## src/rtl/cpu_pkg.sv

```systemverilog
// Shared CPU front-end definitions: datapath width, bubble instruction and
// the fetch FSM state encoding.
package cpu_pkg;

  localparam int XLEN = 32;
  localparam logic [31:0] NOP_INSTR = 32'h0000_0013;

  typedef enum logic [1:0] {
    IDLE = 2'b00,
    REQ  = 2'b01,
    WAIT = 2'b10,
    HOLD = 2'b11
  } fetch_state_e;

endpackage

```

## src/rtl/if_fetch_unit_if.sv

```systemverilog
// Instruction-memory request/response bus used by the fetch unit.
interface if_fetch_unit_if #(
  parameter int XLEN = 32
) ();

  logic            req;
  logic [XLEN-1:0] addr;
  logic            gnt;
  logic            rvalid;
  logic [XLEN-1:0] rdata;

  modport master (
    output req,
    output addr,
    input  gnt,
    input  rvalid,
    input  rdata
  );

  modport slave (
    input  req,
    input  addr,
    output gnt,
    output rvalid,
    output rdata
  );

endinterface

```

## src/rtl/if_fetch_unit_if_id_reg.sv

```systemverilog
// IF/ID pipeline register: flush beats stall beats load; anything else
// inserts a bubble that keeps the last PC and presents the NOP encoding.
module if_id_reg #(
  parameter int              XLEN      = 32,
  parameter logic [XLEN-1:0] NOP_INSTR = 32'h0000_0013
) (
  input  logic            clk_i,
  input  logic            rst_i,
  input  logic            flush_i,
  input  logic            stall_i,
  input  logic            load_i,
  input  logic [XLEN-1:0] pc_i,
  input  logic [XLEN-1:0] instr_i,
  output logic            valid_o,
  output logic [XLEN-1:0] pc_o,
  output logic [XLEN-1:0] instr_o
);

  logic            valid_r;
  logic [XLEN-1:0] pc_r;
  logic [XLEN-1:0] instr_r;

  // Prioritised IF/ID update.
  always_ff @(posedge clk_i or negedge rst_i) begin
    if (!rst_i) begin
      valid_r <= 1'b0;
      pc_r    <= {XLEN{1'b0}};
      instr_r <= NOP_INSTR;
    end else if (flush_i) begin
      valid_r <= 1'b0;
      instr_r <= NOP_INSTR;
    end else if (stall_i) begin
      valid_r <= valid_r;
      pc_r    <= pc_r;
      instr_r <= instr_r;
    end else if (load_i) begin
      valid_r <= 1'b1;
      pc_r    <= pc_i;
      instr_r <= instr_i;
    end else begin
      valid_r <= 1'b0;
      instr_r <= NOP_INSTR;
    end
  end

  assign valid_o = valid_r;
  assign pc_o    = pc_r;
  assign instr_o = instr_r;

endmodule

```

## src/rtl/if_fetch_unit.sv

```systemverilog
// Instruction-fetch stage: one outstanding imem request, skid buffer for a
// response that lands during an ID stall, and squashing of flushed fetches.
module if_fetch_unit #(
  parameter int              XLEN      = cpu_pkg::XLEN,
  parameter logic [XLEN-1:0] NOP_INSTR = cpu_pkg::NOP_INSTR
) (
  input  logic            clk_i,
  input  logic            rst_i,
  input  logic            start_i,
  input  logic [XLEN-1:0] pc_i,
  output logic            pc_en_o,
  input  logic            stall_i,
  input  logic            flush_i,
  if_fetch_unit_if.master imem,
  output logic            ifid_valid_o,
  output logic [XLEN-1:0] ifid_pc_o,
  output logic [XLEN-1:0] ifid_instr_o
);

  cpu_pkg::fetch_state_e state_r;
  logic                  req_r;
  logic                  kill_r;
  logic [XLEN-1:0]       req_pc_r;
  logic [XLEN-1:0]       skid_pc_r;
  logic [XLEN-1:0]       skid_instr_r;

  logic                  drop_s;
  logic                  ifid_stall_s;
  logic                  to_skid_s;
  logic                  load_s;
  logic                  pc_en_s;
  logic [XLEN-1:0]       load_pc_s;
  logic [XLEN-1:0]       load_instr_s;

  assign imem.req  = req_r;
  assign imem.addr = req_pc_r;
  assign pc_en_o   = pc_en_s;

  // Response steering and PC-advance decode; an empty IF/ID never blocks a load.
  always_comb begin
    drop_s       = kill_r | flush_i;
    ifid_stall_s = stall_i & ifid_valid_o;
    pc_en_s      = 1'b0;
    to_skid_s    = 1'b0;
    load_s       = 1'b0;
    load_pc_s    = req_pc_r;
    load_instr_s = imem.rdata;
    case (state_r)
      cpu_pkg::REQ: begin
        pc_en_s = imem.gnt & ~drop_s;
      end
      cpu_pkg::WAIT: begin
        if (imem.rvalid && !drop_s) begin
          if (ifid_stall_s) begin
            to_skid_s = 1'b1;
          end else begin
            load_s = 1'b1;
          end
        end else begin
          load_s = 1'b0;
        end
      end
      cpu_pkg::HOLD: begin
        if (!stall_i && !flush_i) begin
          load_s       = 1'b1;
          load_pc_s    = skid_pc_r;
          load_instr_s = skid_instr_r;
        end else begin
          load_s = 1'b0;
        end
      end
      default: begin
        pc_en_s = 1'b0;
      end
    endcase
  end

  // Fetch FSM; a new request is launched straight from WAIT/HOLD when enabled.
  always_ff @(posedge clk_i or negedge rst_i) begin
    if (!rst_i) begin
      state_r      <= cpu_pkg::IDLE;
      req_r        <= 1'b0;
      kill_r       <= 1'b0;
      req_pc_r     <= {XLEN{1'b0}};
      skid_pc_r    <= {XLEN{1'b0}};
      skid_instr_r <= {XLEN{1'b0}};
    end else begin
      case (state_r)
        cpu_pkg::IDLE: begin
          if (start_i) begin
            req_pc_r <= pc_i;
            req_r    <= 1'b1;
            state_r  <= cpu_pkg::REQ;
          end else begin
            state_r  <= cpu_pkg::IDLE;
          end
        end
        cpu_pkg::REQ: begin
          if (flush_i) begin
            kill_r <= 1'b1;
          end
          if (imem.gnt) begin
            req_r   <= 1'b0;
            state_r <= cpu_pkg::WAIT;
          end
        end
        cpu_pkg::WAIT: begin
          if (imem.rvalid) begin
            kill_r <= 1'b0;
            if (to_skid_s) begin
              skid_pc_r    <= req_pc_r;
              skid_instr_r <= imem.rdata;
              state_r      <= cpu_pkg::HOLD;
            end else if (start_i) begin
              req_pc_r <= pc_i;
              req_r    <= 1'b1;
              state_r  <= cpu_pkg::REQ;
            end else begin
              state_r  <= cpu_pkg::IDLE;
            end
          end else if (flush_i) begin
            kill_r <= 1'b1;
          end
        end
        cpu_pkg::HOLD: begin
          if (flush_i || !stall_i) begin
            if (start_i) begin
              req_pc_r <= pc_i;
              req_r    <= 1'b1;
              state_r  <= cpu_pkg::REQ;
            end else begin
              state_r  <= cpu_pkg::IDLE;
            end
          end
        end
        default: begin
          state_r <= cpu_pkg::IDLE;
          req_r   <= 1'b0;
          kill_r  <= 1'b0;
        end
      endcase
    end
  end

  if_id_reg #(
    .XLEN      (XLEN),
    .NOP_INSTR (NOP_INSTR)
  ) u_if_id_reg (
    .clk_i   (clk_i),
    .rst_i   (rst_i),
    .flush_i (flush_i),
    .stall_i (ifid_stall_s),
    .load_i  (load_s),
    .pc_i    (load_pc_s),
    .instr_i (load_instr_s),
    .valid_o (ifid_valid_o),
    .pc_o    (ifid_pc_o),
    .instr_o (ifid_instr_o)
  );

endmodule

```

## src/flat_wrapper.sv

```systemverilog
// flat-port wrapper written by rule: the top's interface ports become plain ports
module if_fetch_unit_flat 
#(
  parameter int              XLEN      = cpu_pkg::XLEN,
  parameter logic [XLEN-1:0] NOP_INSTR = cpu_pkg::NOP_INSTR
)
  (clk_i, rst_i, start_i, pc_i, pc_en_o, stall_i, flush_i, ifid_valid_o, ifid_pc_o, ifid_instr_o, imem_req, imem_addr, imem_gnt, imem_rvalid, imem_rdata);
  if_fetch_unit_if #(.XLEN(XLEN)) imem_i ();
  input  logic clk_i;
  input  logic rst_i;
  input  logic start_i;
  input  logic [XLEN-1:0] pc_i;
  output logic pc_en_o;
  input  logic stall_i;
  input  logic flush_i;
  output logic ifid_valid_o;
  output logic [XLEN-1:0] ifid_pc_o;
  output logic [XLEN-1:0] ifid_instr_o;
  output wire logic [$bits(imem_i.req)-1:0] imem_req;
  output wire logic [$bits(imem_i.addr)-1:0] imem_addr;
  input wire logic [$bits(imem_i.gnt)-1:0] imem_gnt;
  input wire logic [$bits(imem_i.rvalid)-1:0] imem_rvalid;
  input wire logic [$bits(imem_i.rdata)-1:0] imem_rdata;
  assign imem_req = imem_i.req;
  assign imem_addr = imem_i.addr;
  assign imem_i.gnt = imem_gnt;
  assign imem_i.rvalid = imem_rvalid;
  assign imem_i.rdata = imem_rdata;
  if_fetch_unit #(.XLEN(XLEN), .NOP_INSTR(NOP_INSTR)) u_core (.clk_i(clk_i), .rst_i(rst_i), .start_i(start_i), .pc_i(pc_i), .pc_en_o(pc_en_o), .stall_i(stall_i), .flush_i(flush_i), .imem(imem_i), .ifid_valid_o(ifid_valid_o), .ifid_pc_o(ifid_pc_o), .ifid_instr_o(ifid_instr_o));
endmodule
```

## config.mk

```make
export PLATFORM = sky130hd
export DESIGN_NAME = if_fetch_unit_flat
export DESIGN_NICKNAME = d
export VERILOG_FILES = /design/src/rtl/cpu_pkg.sv /design/src/rtl/if_fetch_unit_if.sv /design/src/rtl/if_fetch_unit_if_id_reg.sv /design/src/rtl/if_fetch_unit.sv /design/src/flat_wrapper.sv
export SDC_FILE = /design/constraint.sdc
export NUM_CORES = 1
export LEC_CHECK = 0
export BUFFER_PORTS_ARGS = -buffer_cell sky130_fd_sc_hd__buf_2
export CORE_UTILIZATION = 53
export CTS_CLUSTER_SIZE = 8
export DETAILED_ROUTE_END_ITERATION = 10
export GPL_ROUTABILITY_DRIVEN = 1
export PLACE_DENSITY = 0.79
export SYNTH_ARGS = -nofsm -noshare
export SYNTH_HDL_FRONTEND = slang
export SYNTH_SLANG_ARGS = --single-unit
```

## constraint.sdc

```tcl
create_clock -name clk_i -period 2.2 [get_ports clk_i]
set_input_delay 0.22 -clock clk_i [delete_from_list [all_inputs] [get_ports clk_i]]
set_output_delay 0.22 -clock clk_i [all_outputs]
set_load 0.05 [all_outputs]
```

==> impl_metrics.csv, run 1 <==
group,metric,value,unit
status,status,"completed",
sta,clock_skew,0.00953,ns
critical_path,crit_fanout,17,
global_routing,antenna_found_initial,0,
drt,drc,0,
critical_path,cp-startpoint,"u_core.state_r[0]",
critical_path,worstSetupEndpointType,"register",
sta,hold_slack,0.0181,ns
layout,n_fill_cell,939,
cts,clock-sinks,165,
yosys,ys_warn_count,0,
drt,drt-pass1-iter-count,4,
drt,drt-met1-wl,6690,microns
die,start_util,54.4,%
layout,post-route-util,67.4,%
sta,fmax,0.520,GHz
cts,path_clk_slew,0.06,ns
drt,wl_met3,903,microns
pwr,p_total,11.3,mW
die,fp.dieArea,13500,sq um
cts,cts_hold_buf,1,
sta,hold_viol_final,0,
yosys,synth_cell_types,35,
layout,layout_commonest_cell,"buf_2",
sta,finalSetupViolations,0,
placement,hpwl,10500,microns
pwr,vdd_drop_max,0.00150,V
layout,drive_above_1_share,41.6,%
critical_path,rrSetupSlack,0.28,ns
cts,post_cts_buffers,0,
drt,top_layer,"met4",
drt,drt-vias-per-instance,5.53,
global_routing,grt_max_degree,65,
critical_path,cp.required,2.56,ns
yosys,avgSynthCellArea,12.3,sq um
yosys,syn_inst,563,
sta,period_share,87.5,%
worst_hold_path,hold_path_class,"in -> reg",
sta,period_minus_slack,1.92,ns
drt,dr_total_vias,5047,
die,core_area,12700,sq um
cts,ctsHtreeMaxLevel,4,
cts,cts_made_buffers,17,
placement,globalplace.congestion,0.741,
sta,slew_headroom,47.7,%
sta,tns,0,ns
sta,rsz0062_at_grt,"no",
critical_path,start_kind,"register",
cts,cts_tree,"done",
critical_path,r2r-end,"u_core.u_if_id_reg.instr_o[5]",
global_routing,grt_usage,24.9,%
drt,route.antenna.remaining_nets,0,
critical_path,reg2reg_from,"u_core.state_r[0]",
cts,cts_resized,0,
drt,drt_wl_total,15800,microns
cts,root_buffer,"clkbuf_16",
global_routing,grt_pass1_wl,25400,microns
die,num_rows,41,
sta,worst_pin_slew,0.784,ns
placement,port_buffers,169,
die,dieHeight,116,microns
yosys,ys_ff_latch,165,
flow_run,cap_viol_max_count,0,
layout,nets,804,
critical_path,crit_end,"u_core.u_if_id_reg.instr_o[5]",
yosys,synth_seq_area_share,59.9,%
critical_path,arrival,2.28,ns
critical_path,rr_worst_depth,5,
cts,clk_latency,0.42,ns
global_routing,overflow,0,
drt,drt-initial-drc-count,316,
layout,areaGrowthSynthToFinish,23.8,%
layout,stdcell_count,912,
yosys,synth.net_count,638,
critical_path,path_class,"reg -> reg",
layout,most-common-layout-cells,"buf_2, dfrtp_1, nand2_1, mux2_2, nor2_1",
cts,cts.path.max_buffers,2,
pwr,total_leakage_power,4.49,nW
sta,slew_violations,0,
drt,avgRoutedWirePerCell,17.3,microns
yosys,syn-cell-area,6900,sq um
drt,met2_length,7740,microns
layout,num_antenna_cells,0,
placement,dp.cells,881,
die,die-width,116,microns
die,ios,170,
global_routing,grt_pass1_vias,5185,
pwr,power_density,1330,nW/um^2
## cell families after synthesis
group,count (synthesis),share of synthesized area [%]
mux,97,16.4
flops,165,59.9
buf+inv,42,4.06
simple gates,183,11.9
fa+ha+maj,4,0.725
compound gates,72,7.05
## worst max-delay path: stages (launching register included)
cell and delay [ns]:
dfrtp_1 0.40, ha_1 0.21, nor3b_4 0.68, buf_4 0.35, a22oi_1 0.12, nand2_1 0.10
## routing by layer
layer  GRT usage (%)  vias up
li1                -     2306
met1            30.5     2527
met2            41.5      180
met3            6.18       34
met4            12.3        0
met5               0        -
## layout make-up
class	count	area (sq um)	share of cell area, %
flip-flops and latches	165	4130	48.4
multi-input cells	356	2500	29.3
repair buffers	185	1050	12.3
clock buffers	20	447	5.23
well taps	172	215	2.52
clock inverters	10	180	2.11
inverters	4	15.0	0.176
## state kept, by name, summed over array words and instances (netlist names)
| register | flops |
|---|---|
| u_core.imem.req | 1 |
| u_core.u_if_id_reg.instr_o | 32 |
| u_core.skid_instr_r | 32 |
| u_core.u_if_id_reg.valid_o | 1 |
| u_core.kill_r | 1 |
| u_core.imem.addr | 32 |
| u_core.skid_pc_r | 32 |
| u_core.state_r | 2 |
| u_core.u_if_id_reg.pc_o | 32 |
## through the flow
| stage | cell area [sq um] | setup slack (ns) |
|---|---|---|
| after floorplan | 6900 | 0.223 |
| after CTS | 8540 | 0.274 |
| after detailed placement | 7900 | 0.292 |
| after global placement | 7900 | 0.332 |
| after global routing | 8540 | 0.128 |
| final | 8540 | 0.275 |
## report_power, final
| group | internal, mW | total (mW) | leakage (nW) | switching, mW |
|---|---|---|---|---|
| clock network | 2.02 | 3.14 | 0.302 | 1.12 |
| registers | 3.65 | 4.19 | 2.18 | 0.541 |
| logic | 1.08 | 4.00 | 2.01 | 2.92 |
## cells in the mapped netlist, drive strengths merged
| library cell | instances | share of area, % |
|---|---|---|
| and4 | 1 | 0.13 |
| nor2 | 39 | 2.2 |
| mux2 | 96 | 16 |
| nand4 | 2 | 0.18 |
| and2 | 1 | 0.091 |
| o21ai | 2 | 0.15 |
| dfstp | 3 | 1.1 |
| inv | 4 | 0.22 |
| dfrtp | 162 | 59 |
| a31oi | 34 | 3.1 |
| or3b | 1 | 0.13 |
| nand2b | 1 | 0.091 |
| a21oi | 1 | 0.072 |
| nand4bb | 1 | 0.40 |
| mux2i | 1 | 0.15 |
| ha | 4 | 0.73 |
| nand3b | 1 | 0.11 |
| o22ai | 5 | 0.45 |
| nand2 | 96 | 5.2 |
| nor3 | 5 | 0.53 |
| buf | 31 | 3.5 |
| a32o | 1 | 0.15 |
| or2 | 2 | 0.18 |
| clkbuf | 7 | 0.38 |
| nor3b | 2 | 0.29 |
| nand3 | 31 | 2.3 |
| a22oi | 29 | 3.2 |
## worst min path at each step
stage                     startpoint                           to  slack, ns  depth (start not counted)
after global routing         pc_i[7]          u_core.imem.addr[7]      0.005                          2
final                       pc_i[26]         u_core.imem.addr[26]       0.02                          2
after global placement         rst_i  u_core.u_if_id_reg.pc_o[24]       0.24                          1
after CTS                   pc_i[26]         u_core.imem.addr[26]      0.002                          2
after floorplan                rst_i          u_core.imem.addr[0]      -0.08                          0
after detailed placement       rst_i  u_core.u_if_id_reg.pc_o[24]       0.25                          1
No activity file was read; power rests on OpenSTA's default activity.
==> inputs of run 2 (changes only) <==
CELL_PAD_IN_SITES_DETAIL_PLACEMENT = 1   (was default)
CELL_PAD_IN_SITES_GLOBAL_PLACEMENT = 1   (was default)
CORE_UTILIZATION = 42   (was 53)
PLACE_DENSITY = default   (was 0.79)
PLACE_DENSITY_LB_ADDON = 0.1   (was default)
REMOVE_ABC_BUFFERS = 1   (was default)
TNS_END_PERCENT = 100   (was default)
==> impl_metrics.csv, run 2 (synthesis results as in run 1) <==
group,metric,value,unit
drt,drt_wl_total,17700,microns
layout,drive_above_1_share,41.9,%
flow_run,cap_viol_max_count,0,
sta,slew_headroom,69.5,%
sta,hold_viol_final,0,
critical_path,path_class,"reg -> reg",
sta,finalSetupViolations,0,
layout,n_fill_cell,1721,
critical_path,slowest_delay,0.42,ns
drt,drt-initial-drc-count,246,
sta,clock_skew,0.00274,ns
global_routing,use_met2,38.8,%
sta,period_minus_slack,2.04,ns
layout,post-route-util,54.2,%
cts,cts_made_buffers,17,
status,status,"completed",
sta,fin_ws,0.157,ns
layout,seqCellArea,4130,sq um
cts,cts_tree,"done",
critical_path,start_kind,"register",
pwr,vdd_drop_max,0.000879,V
sta,period_share,92.9,%
critical_path,cp-startpoint,"u_core.state_r[0]",
die,core_area,15900,sq um
drt,drt-vias-per-instance,5.26,
layout,multi_input_area,2500,sq um
critical_path,arrival,2.35,ns
critical_path,rr_worst_depth,6,
critical_path,crit_fanout,31,
pwr,seqPwrFrac,36.8,%
cts,cts_resized,0,
die,fp.dieArea,16900,sq um
global_routing,met3_usage,6.27,%
layout,layout_commonest_cell,"buf_2",
global_routing,grt_max_degree,49,
pwr,p_int,6.68,mW
pwr,p_comb_share,35.4,%
worst_hold_path,hp-start,"pc_i[6]",
drt,route.antenna.remaining_nets,0,
die,dieHeight,130,microns
cts,path_clk_slew,0.06,ns
critical_path,cp_num_cells,6,
die,ios,170,
placement,globalplace.congestion,0.825,
layout,nets,809,
pwr,p_total,11.4,mW
pwr,clockPowerShare,27.8,%
global_routing,busiest_layer,"met2",
drt,avgRoutedWirePerCell,18.4,microns
drt,dr_total_vias,5071,
drt,drc,0,
placement,port_buffers,169,
cts,clock-sinks,165,
critical_path,reg2reg_from,"u_core.state_r[0]",
cts,cts.path.max_buffers,2,
placement,hpwl,11800,microns
worst_hold_path,worstHoldPathCells,2,
global_routing,globalRouteMet1Util,26.4,%
die,start_util,43.3,%
pwr,p_sw_share,41.3,%
sta,rsz0062_at_grt,"no",
global_routing,overflow,0,
pwr,power_density,1320,nW/um^2
die,die-width,130,microns
drt,drt-pass1-iter-count,4,
sta,slew_violations,0,
critical_path,crit_chain,"inv_1 > ha_1 > nand2_1 > nor2_4 > buf_4 > mux2_2",
sta,hold_slack,0.0199,ns
pwr,total_leakage_power,4.51,nW
layout,areaGrowthSynthToFinish,25.3,%
layout,most-common-layout-cells,"buf_2, dfrtp_1, nand2_1, mux2_2, nor2_1",
cts,ctsHtreeMaxLevel,4,
die,num_rows,46,
worst_hold_path,hold_path_class,"in -> reg",
placement,place_ws,0.150,ns
critical_path,worstPathBufferInverterCount,2,
pwr,switchingPower,4.69,mW
global_routing,grt_pass1_vias,5556,
sta,worst_pin_slew,0.457,ns
critical_path,cp_top_family,"buffers and inverters",
critical_path,worstSetupEndpointType,"register",
cts,clk_latency,0.43,ns
critical_path,cp.required,2.51,ns
cts,root_buffer,"clkbuf_16",
critical_path,crit_slowest_cell,"dfrtp_1",
global_routing,antenna_found_initial,1,
sta,fmax,0.490,GHz
global_routing,grt_usage,22.4,%
global_routing,grt_pass1_wl,28500,microns
==> run 2: changes by cell type in the layout (fill, tap and decap cells not counted), sizes merged <==
cell | previous run | this run
clkinvlp | 2 | 5
diode | 0 | 1
inv | 4 | 5
bufinv | 5 | 4
clkinv | 3 | 2
buf | 184 | 186
dlygate4sd3 | 1 | 4
==> run 2: final cells by class <==
cell class / count / share of cell area (%)
multi-input combinational: 356 / 28.9
clock inverter: 12 / 2.04
inverter: 4 / 0.174
timing repair buffer: 190 / 12.7
antenna: 1 / 0.0289
sequential: 165 / 47.8
clock buffer: 20 / 5.28
tap: 216 / 3.13
==> run 2: power by group through the flow <==
stage               Clock [mW]  Combinational (mW)  Sequential (mW)
floorplan                    0               0.896             6.20
global placement             0                3.96             4.18
detailed placement           0                4.06             4.21
CTS                       3.23                4.08             4.19
global route              3.34                4.24             4.28
finish                    3.16                4.03             4.18
==> run 2: layer usage <==
metal / up-vias / share of wire [%] / wire length [microns]
li1: 2320 / - / -
met1: 2599 / 42 / 7420
met2: 131 / 50 / 8860
met3: 19 / 6.6 / 1170
met4: 2 / 1.5 / 268
met5: - / 0.073 / 13
==> run 2: worst paths after layout <==
kind                                                  endpoint  slack [ns]
worst max-delay path                    u_core.skid_instr_r[7]        0.16
worst min register to register         u_core.skid_instr_r[24]        0.49
worst max register to register          u_core.skid_instr_r[7]        0.16
min in group asynchronous       u_core.u_if_id_reg.instr_o[27]        0.31
worst min-delay path                       u_core.imem.addr[6]        0.02
max in group asynchronous        u_core.u_if_id_reg.instr_o[3]        1.12
==> run 2: repair_timing <==
action,4_1_cts,5_1_grt
endpoints found under the hold margin,43,0
setup buffers,0,0
hold buffers,4,0
==> run 2: metrics by stage <==
step	TNS (ns)	cells	cell area (sq um)
after floorplan	-55.75	525	6630
after global placement	0	927	7970
after detailed placement	0	927	7970
after CTS	0	963	8640
after global routing	0	963	8640
final	0	964	8650
